### src/rtl/mem_arbiter_ifetch.sv
// mem_arbiter_ifetch
//   Owns the single byte-wide main-memory port and shares it between the
//   instruction-fetch path and the load/store unit. Fetches look up the
//   instruction cache first; a miss reads four bytes from RAM, refills the
//   cache through ic_update and returns the word. Loads and stores move
//   1, 2 or 4 bytes, little-endian, one byte per cycle.
//
// Ports
//   clk_in, rst_in (async, active-low), rdy_in (low freezes the block)
//   if_req/if_addr/if_flush  -> if_ready/if_data      fetch interface
//   ic_addr -> ic_hit/ic_data, ic_update/_addr/_data  instruction cache
//   ls_req/ls_we/ls_addr/ls_width/ls_wdata -> ls_ready/ls_rdata   LSU
//   mem_din -> mem_dout/mem_a/mem_wr                  external RAM
//
// Optional feature
//   IFETCH_PERF_CNT_EN: adds perf_hit/perf_miss counters of accepted fetch
//   hit and miss grants.
//
// RAM timing: the address presented in one cycle returns its byte on
// mem_din in the next, so a read of n bytes spends n+1 cycles in the read
// state (cnt = 0..n); byte cnt-1 is captured while cnt = 1..n.
module mem_arbiter_ifetch #(
    parameter int BYTE_W = 8,
    parameter int ADDR_W = 32
) (
    input  logic              clk_in,
    input  logic              rst_in,
    input  logic              rdy_in,
    input  logic              if_req,
    input  logic [ADDR_W-1:0] if_addr,
    input  logic              if_flush,
    output logic              if_ready,
    output logic [31:0]       if_data,
    output logic [ADDR_W-1:0] ic_addr,
    input  logic              ic_hit,
    input  logic [31:0]       ic_data,
    output logic              ic_update,
    output logic [ADDR_W-1:0] ic_update_addr,
    output logic [31:0]       ic_update_data,
    input  logic              ls_req,
    input  logic              ls_we,
    input  logic [ADDR_W-1:0] ls_addr,
    input  logic [1:0]        ls_width,
    input  logic [31:0]       ls_wdata,
    output logic              ls_ready,
    output logic [31:0]       ls_rdata,
    input  logic [BYTE_W-1:0] mem_din,
    output logic [BYTE_W-1:0] mem_dout,
    output logic [ADDR_W-1:0] mem_a,
    output logic              mem_wr
`ifdef IFETCH_PERF_CNT_EN
    ,
    output logic [31:0]       perf_hit,
    output logic [31:0]       perf_miss
`endif
);

    typedef enum logic [2:0] {
        IDLE, IF_HIT, IF_READ, IF_DONE, LS_READ, LS_WRITE, LS_DONE
    } state_t;

    state_t            state_reg, state_next;
    logic [2:0]        cnt_reg, cnt_next;
    logic [2:0]        len_reg;
    logic [ADDR_W-1:0] base_reg;
    logic [31:0]       wdata_reg;
    logic [31:0]       word_reg;
    logic              last_ls_reg;
    logic              flush_reg;

    logic              fetch_want;
    logic              take_ls, take_hit, take_miss, capture;
    logic [2:0]        ls_len;
    logic [1:0]        cap_idx;

    // A fetch that arrives together with a flush is dropped before arbitration.
    assign fetch_want = if_req && !if_flush;
    assign ls_len     = (ls_width == 2'b00) ? 3'd1 : (ls_width == 2'b01) ? 3'd2 : 3'd4;
    assign cap_idx    = 2'(cnt_reg - 3'd1);

    always_comb begin
        state_next = state_reg;
        cnt_next   = cnt_reg;
        take_ls    = 1'b0;
        take_hit   = 1'b0;
        take_miss  = 1'b0;
        capture    = 1'b0;
        case (state_reg)
            IDLE: begin
                // LSU wins a tie unless it also won the previous grant.
                if (ls_req && (!fetch_want || !last_ls_reg)) begin
                    take_ls    = 1'b1;
                    cnt_next   = 3'd0;
                    state_next = ls_we ? LS_WRITE : LS_READ;
                end else if (fetch_want) begin
                    if (ic_hit) begin
                        take_hit   = 1'b1;
                        state_next = IF_HIT;
                    end else begin
                        take_miss  = 1'b1;
                        cnt_next   = 3'd0;
                        state_next = IF_READ;
                    end
                end
            end
            IF_HIT: state_next = IDLE;
            IF_READ, LS_READ: begin
                capture = (cnt_reg != 3'd0);
                if (cnt_reg == len_reg)
                    state_next = (state_reg == IF_READ) ? IF_DONE : LS_DONE;
                else
                    cnt_next = cnt_reg + 3'd1;
            end
            LS_WRITE: begin
                if (cnt_reg == len_reg - 3'd1)
                    state_next = LS_DONE;
                else
                    cnt_next = cnt_reg + 3'd1;
            end
            IF_DONE, LS_DONE: state_next = IDLE;
            default: state_next = IDLE;
        endcase
    end

    always_ff @(posedge clk_in or negedge rst_in) begin
        if (!rst_in) begin
            state_reg   <= IDLE;
            cnt_reg     <= 3'd0;
            len_reg     <= 3'd0;
            base_reg    <= '0;
            wdata_reg   <= '0;
            word_reg    <= '0;
            last_ls_reg <= 1'b0;
            flush_reg   <= 1'b0;
        end else if (rdy_in) begin
            state_reg <= state_next;
            cnt_reg   <= cnt_next;
            if (take_ls) begin
                last_ls_reg <= 1'b1;
                base_reg    <= ls_addr;
                wdata_reg   <= ls_wdata;
                len_reg     <= ls_len;
                word_reg    <= '0;      // zero-extension of short loads
            end
            if (take_hit) begin
                last_ls_reg <= 1'b0;
                word_reg    <= ic_data;
            end
            if (take_miss) begin
                last_ls_reg <= 1'b0;
                base_reg    <= if_addr;
                len_reg     <= 3'd4;
                word_reg    <= '0;
                flush_reg   <= 1'b0;
            end
            if (capture)
                word_reg[BYTE_W*cap_idx +: BYTE_W] <= mem_din;
            // A flush during the refill only cancels the reply, not the refill.
            if (state_reg == IF_READ && if_flush)
                flush_reg <= 1'b1;
        end
    end

    // Completion strobes are qualified with rdy_in so a frozen DONE state
    // cannot be seen as more than one handshake.
    assign if_ready = rdy_in && ((state_reg == IF_HIT) ||
                                 (state_reg == IF_DONE && !flush_reg && !if_flush));
    assign ls_ready = rdy_in && (state_reg == LS_DONE);
    assign ic_update      = rdy_in && (state_reg == IF_DONE);
    assign ic_update_addr = ic_update ? base_reg : '0;
    assign ic_update_data = ic_update ? word_reg : '0;
    assign if_data  = word_reg;
    assign ls_rdata = word_reg;
    assign ic_addr  = if_addr;

    assign mem_a    = (state_reg == IF_READ || state_reg == LS_READ || state_reg == LS_WRITE)
                      ? base_reg + ADDR_W'(cnt_reg) : '0;
    assign mem_wr   = rdy_in && (state_reg == LS_WRITE);
    assign mem_dout = (state_reg == LS_WRITE) ? wdata_reg[BYTE_W*cnt_reg[1:0] +: BYTE_W] : '0;

`ifdef IFETCH_PERF_CNT_EN
    logic [31:0] perf_hit_reg, perf_miss_reg;

    always_ff @(posedge clk_in or negedge rst_in) begin
        if (!rst_in) begin
            perf_hit_reg  <= '0;
            perf_miss_reg <= '0;
        end else if (rdy_in) begin
            if (take_hit)
                perf_hit_reg <= perf_hit_reg + 32'd1;
            if (take_miss)
                perf_miss_reg <= perf_miss_reg + 32'd1;
        end
    end

    assign perf_hit  = perf_hit_reg;
    assign perf_miss = perf_miss_reg;
`endif

endmodule

### config.mk
export PLATFORM = sky130hd
export DESIGN_NAME = mem_arbiter_ifetch
export DESIGN_NICKNAME = d
export VERILOG_FILES = /design/src/rtl/mem_arbiter_ifetch.sv
export SDC_FILE = /design/constraint.sdc
export NUM_CORES = 1
export LEC_CHECK = 0
export ABC_AREA = 0
export CAP_MARGIN = 20
export CELL_PAD_IN_SITES_DETAIL_PLACEMENT = 0
export CELL_PAD_IN_SITES_GLOBAL_PLACEMENT = 1
export CORE_ASPECT_RATIO = 2
export CORE_MARGIN = 4
export CORE_UTILIZATION = 32
export CTS_CLUSTER_SIZE = 16
export DETAILED_ROUTE_END_ITERATION = 10
export GPL_TIMING_DRIVEN = 0
export PLACE_DENSITY = 0.95
export RECOVER_POWER = 25
export SETUP_SLACK_MARGIN = 0.5
export SYNTH_ARGS = -nofsm -noshare
export SYNTH_HDL_FRONTEND = slang
export SYNTH_SLANG_ARGS = --single-unit
### constraint.sdc
create_clock -name clk_in -period 4.2 [get_ports clk_in]
set_clock_uncertainty 0.1 [all_clocks]
set_input_delay 0.84 -clock clk_in [delete_from_list [all_inputs] [get_ports clk_in]]
set_output_delay 0.84 -clock clk_in [all_outputs]
set_load 0.02 [all_outputs]
==> reports/metrics.cfg <==
[critical_path]
startpoint_type=flip-flop
crit_required_ps=3260
crit_type=reg2out
crit_arrival_ps=2730
path_max_fanout=10
cp-end-kind=output port

[run_status]
violations=max-capacitance violations, max-slew violations
status=complete, but fails checks

[synth]
synthesis.area_sq_um=7220
ys_seq_elements=107
synthFlopType=dfrtp_1
syn-num-nets=922
async_flop_share_pct=100
yosys_warnings=0
yosysSeqAreaShare_pct=37.1
synthCells=765
synth_edf_count=0
synth_cell_types=59
avgSynthCellArea_sq_um=9.44

[power_and_ir_drop]
p_per_area_nw_per_um2=592
internal_power_mw=3.83
combPwrFrac_pct=58.7
swShare_pct=43.4
p_sw_mw=2.94
p_clk_share_pct=12.6
p_leak_nw=4.84
peakVddDrop_uv=311
p_seq_share_pct=28.6

[drt]
routedWlPerCell_microns=20.1
ant_nets=0
drt-total-wl_microns=28400
first_iter_violations=310
route.detailed.drc=0
vias=7182
vias_per_cell=5.08
first_pass_iters=4

[clock_network]
numCtsBuffers=9
htreeDepth=3
cts_root_buffer=clkbuf_16
cts_tree=done
clk-insertion-delay-late_ps=360
cts_buffer_depth=2
cts_hold_buf=0
clock_sinks=107
clkSlewWorstSetupHoldPaths_ps=80

[floorplanning]
rows=77
die_y_microns=220
start_util_pct=32.6
die_w_microns=114
die_area_sq_um=25200
core_area_sq_um=22200
io-pin-count=350

[finish]
design_area_sq_um=11400
syn2layout_area_growth_pct=58.3
final_common_cell=clkdlybuf4s50_1
nets=1287
drive_above_1_share_pct=18.5
layout_common_cells=321 x clkdlybuf4s50_1, 105 x dfrtp_1, 69 x buf_4

[grt]
grt_pass1_vias=7425
grt_pass1_wl_microns=41700
grt_max_degree=74
grt-ovfl-total=0
antenna_found_initial=2
grt_usage_pct=21.6

[sta]
finalCritPeriodShare_pct=87.4
worst_slew_pin_slew_ps=2110
finalMaxSlewViolations=36
finalHoldViolCount=0
setup_viol=0
fin_crit_ps=3670
rsz0062_at_grt=yes
finalSetupTns_ps=0
fmax_ghz=0.272
slew_headroom_pct=-40.7

[placement]
io_buffers=347
post-dp-hpwl_microns=23000
placed_cell_area_sq_um=11100
gp_congestion=0.830

[worst_hold_path]
hold_path.class=reg2reg

[job]
cap_violations=1

## critical path: stages, from the launching register on
cell and delay [ps]:
dfrtp_2 450, ha_1 240, fa_1 410, a21o_1 220, nand3_1 150, clkbuf_8 220
nor4_1 70, xnor2_1 130, nor2_1 110, dlygate4sd2_1 370
## logic make-up (layout without fill, tap and decap cells)
group                    Yosys count  in the layout  share of synthesized area, %
AND/OR/NAND/NOR                  237            237                          18.3
AO/OA/AOI/OAI                    176            176                          18.3
buffers and inverters            157            527                          12.1
flip-flops                       107            107                          37.1
multiplexers                      43             43                          7.95
XOR/XNOR                          34             34                          4.31
adder cells (fa/ha/maj)           11             11                          2.01
other                              0              2                             0
## final timing paths
check,startpoint,endpoint,slack (ps),cells after the start
hold / removal,flush_reg$_DFFE_PN0P_,flush_reg$_DFFE_PN0P_,390,2
setup / recovery,cnt_reg[0]$_DFFE_PN0P_,mem_a[28],530,9
setup reg to reg,cnt_reg[1]$_DFFE_PN0P_,if_data[20]$_DFFE_PN0P_,1280,10
max in group asynchronous,rst_in,cnt_reg[0]$_DFFE_PN0P_,790,2
hold reg to reg,flush_reg$_DFFE_PN0P_,flush_reg$_DFFE_PN0P_,390,2
min in group asynchronous,rst_in,wdata_reg[25]$_DFFE_PN0P_,980,1
## power by group through the flow
stage                     Sequential [mW]  Clock (mW)  Combinational (mW)
after global placement               1.93           0                3.97
after global routing                 2.02       0.905                4.27
after detailed placement             1.96           0                4.02
after CTS                            1.94       0.876                4.04
after floorplan                      1.94           0                2.32
final                                1.94       0.856                3.98
## repair_timing
action / 4_1_cts / 5_1_grt
endpoints found under the setup margin: 94 / 79
buffers inserted: 5 / 0
pin swaps: 2 / 0
gates resized for setup: 51 / 27
## metrics by stage
step | std cells | power (mW) | hold slack (ps) | util (%) | setup WS (ps)
CTS | 1411 | 6.85 | 278 | 51.8 | 499
global route | 1413 | 7.19 | 402 | 51.6 | 269
detailed placement | 1390 | 5.98 | 363 | 50.0 | -159
global placement | 1388 | 5.90 | 346 | 49.8 | -2160
floorplan | 765 | 4.26 | 333 | - | 1070
finish | 1413 | 6.77 | 387 | 51.6 | 530
## cells in the mapped netlist (all sizes together), types with 8 or more instances
master    n  area share, %
ha       10            1.7
o22ai    33            2.9
nor2     42            2.2
o221ai   16            1.9
buf      82            8.2
a22o      8           0.97
nand3    16            1.1
mux2     35            5.5
dfrtp   107             37
nor3     10           0.85
nor4     11           0.95
nand4     9           0.87
o21ai    16            1.1
mux4      8            2.5
and2     68            5.9
a21oi    40            4.3
and3     14            1.2
a22oi    33            3.4
clkbuf   36            1.9
nand3b    9           0.94
inv      38            2.0
xnor2    28            3.4
nand2    35            1.9
## final cells by class
| cell class | count | area, sq um |
|---|---|---|
| antenna | 2 | 5.00 |
| buffer | 118 | 771 |
| clock buffer | 10 | 239 |
| clock inverter | 6 | 47.5 |
| fill | 2085 | 10700 |
| inverter | 39 | 146 |
| multi-input combinational | 501 | 3720 |
| sequential | 107 | 2680 |
| tap | 276 | 345 |
| timing repair buffer | 354 | 3490 |
## metal layers
| metal | routed length [microns] | global-route usage [%] | vias to the layer above |
|---|---|---|---|
| met5 | 0 | 0 | - |
| met4 | 1190 | 9.87 | 0 |
| met3 | 1570 | 3.97 | 48 |
| met2 | 16400 | 43.6 | 302 |
| met1 | 9230 | 20.2 | 3424 |
| li1 | - | - | 3408 |
Power figures use the tool's default switching activity.
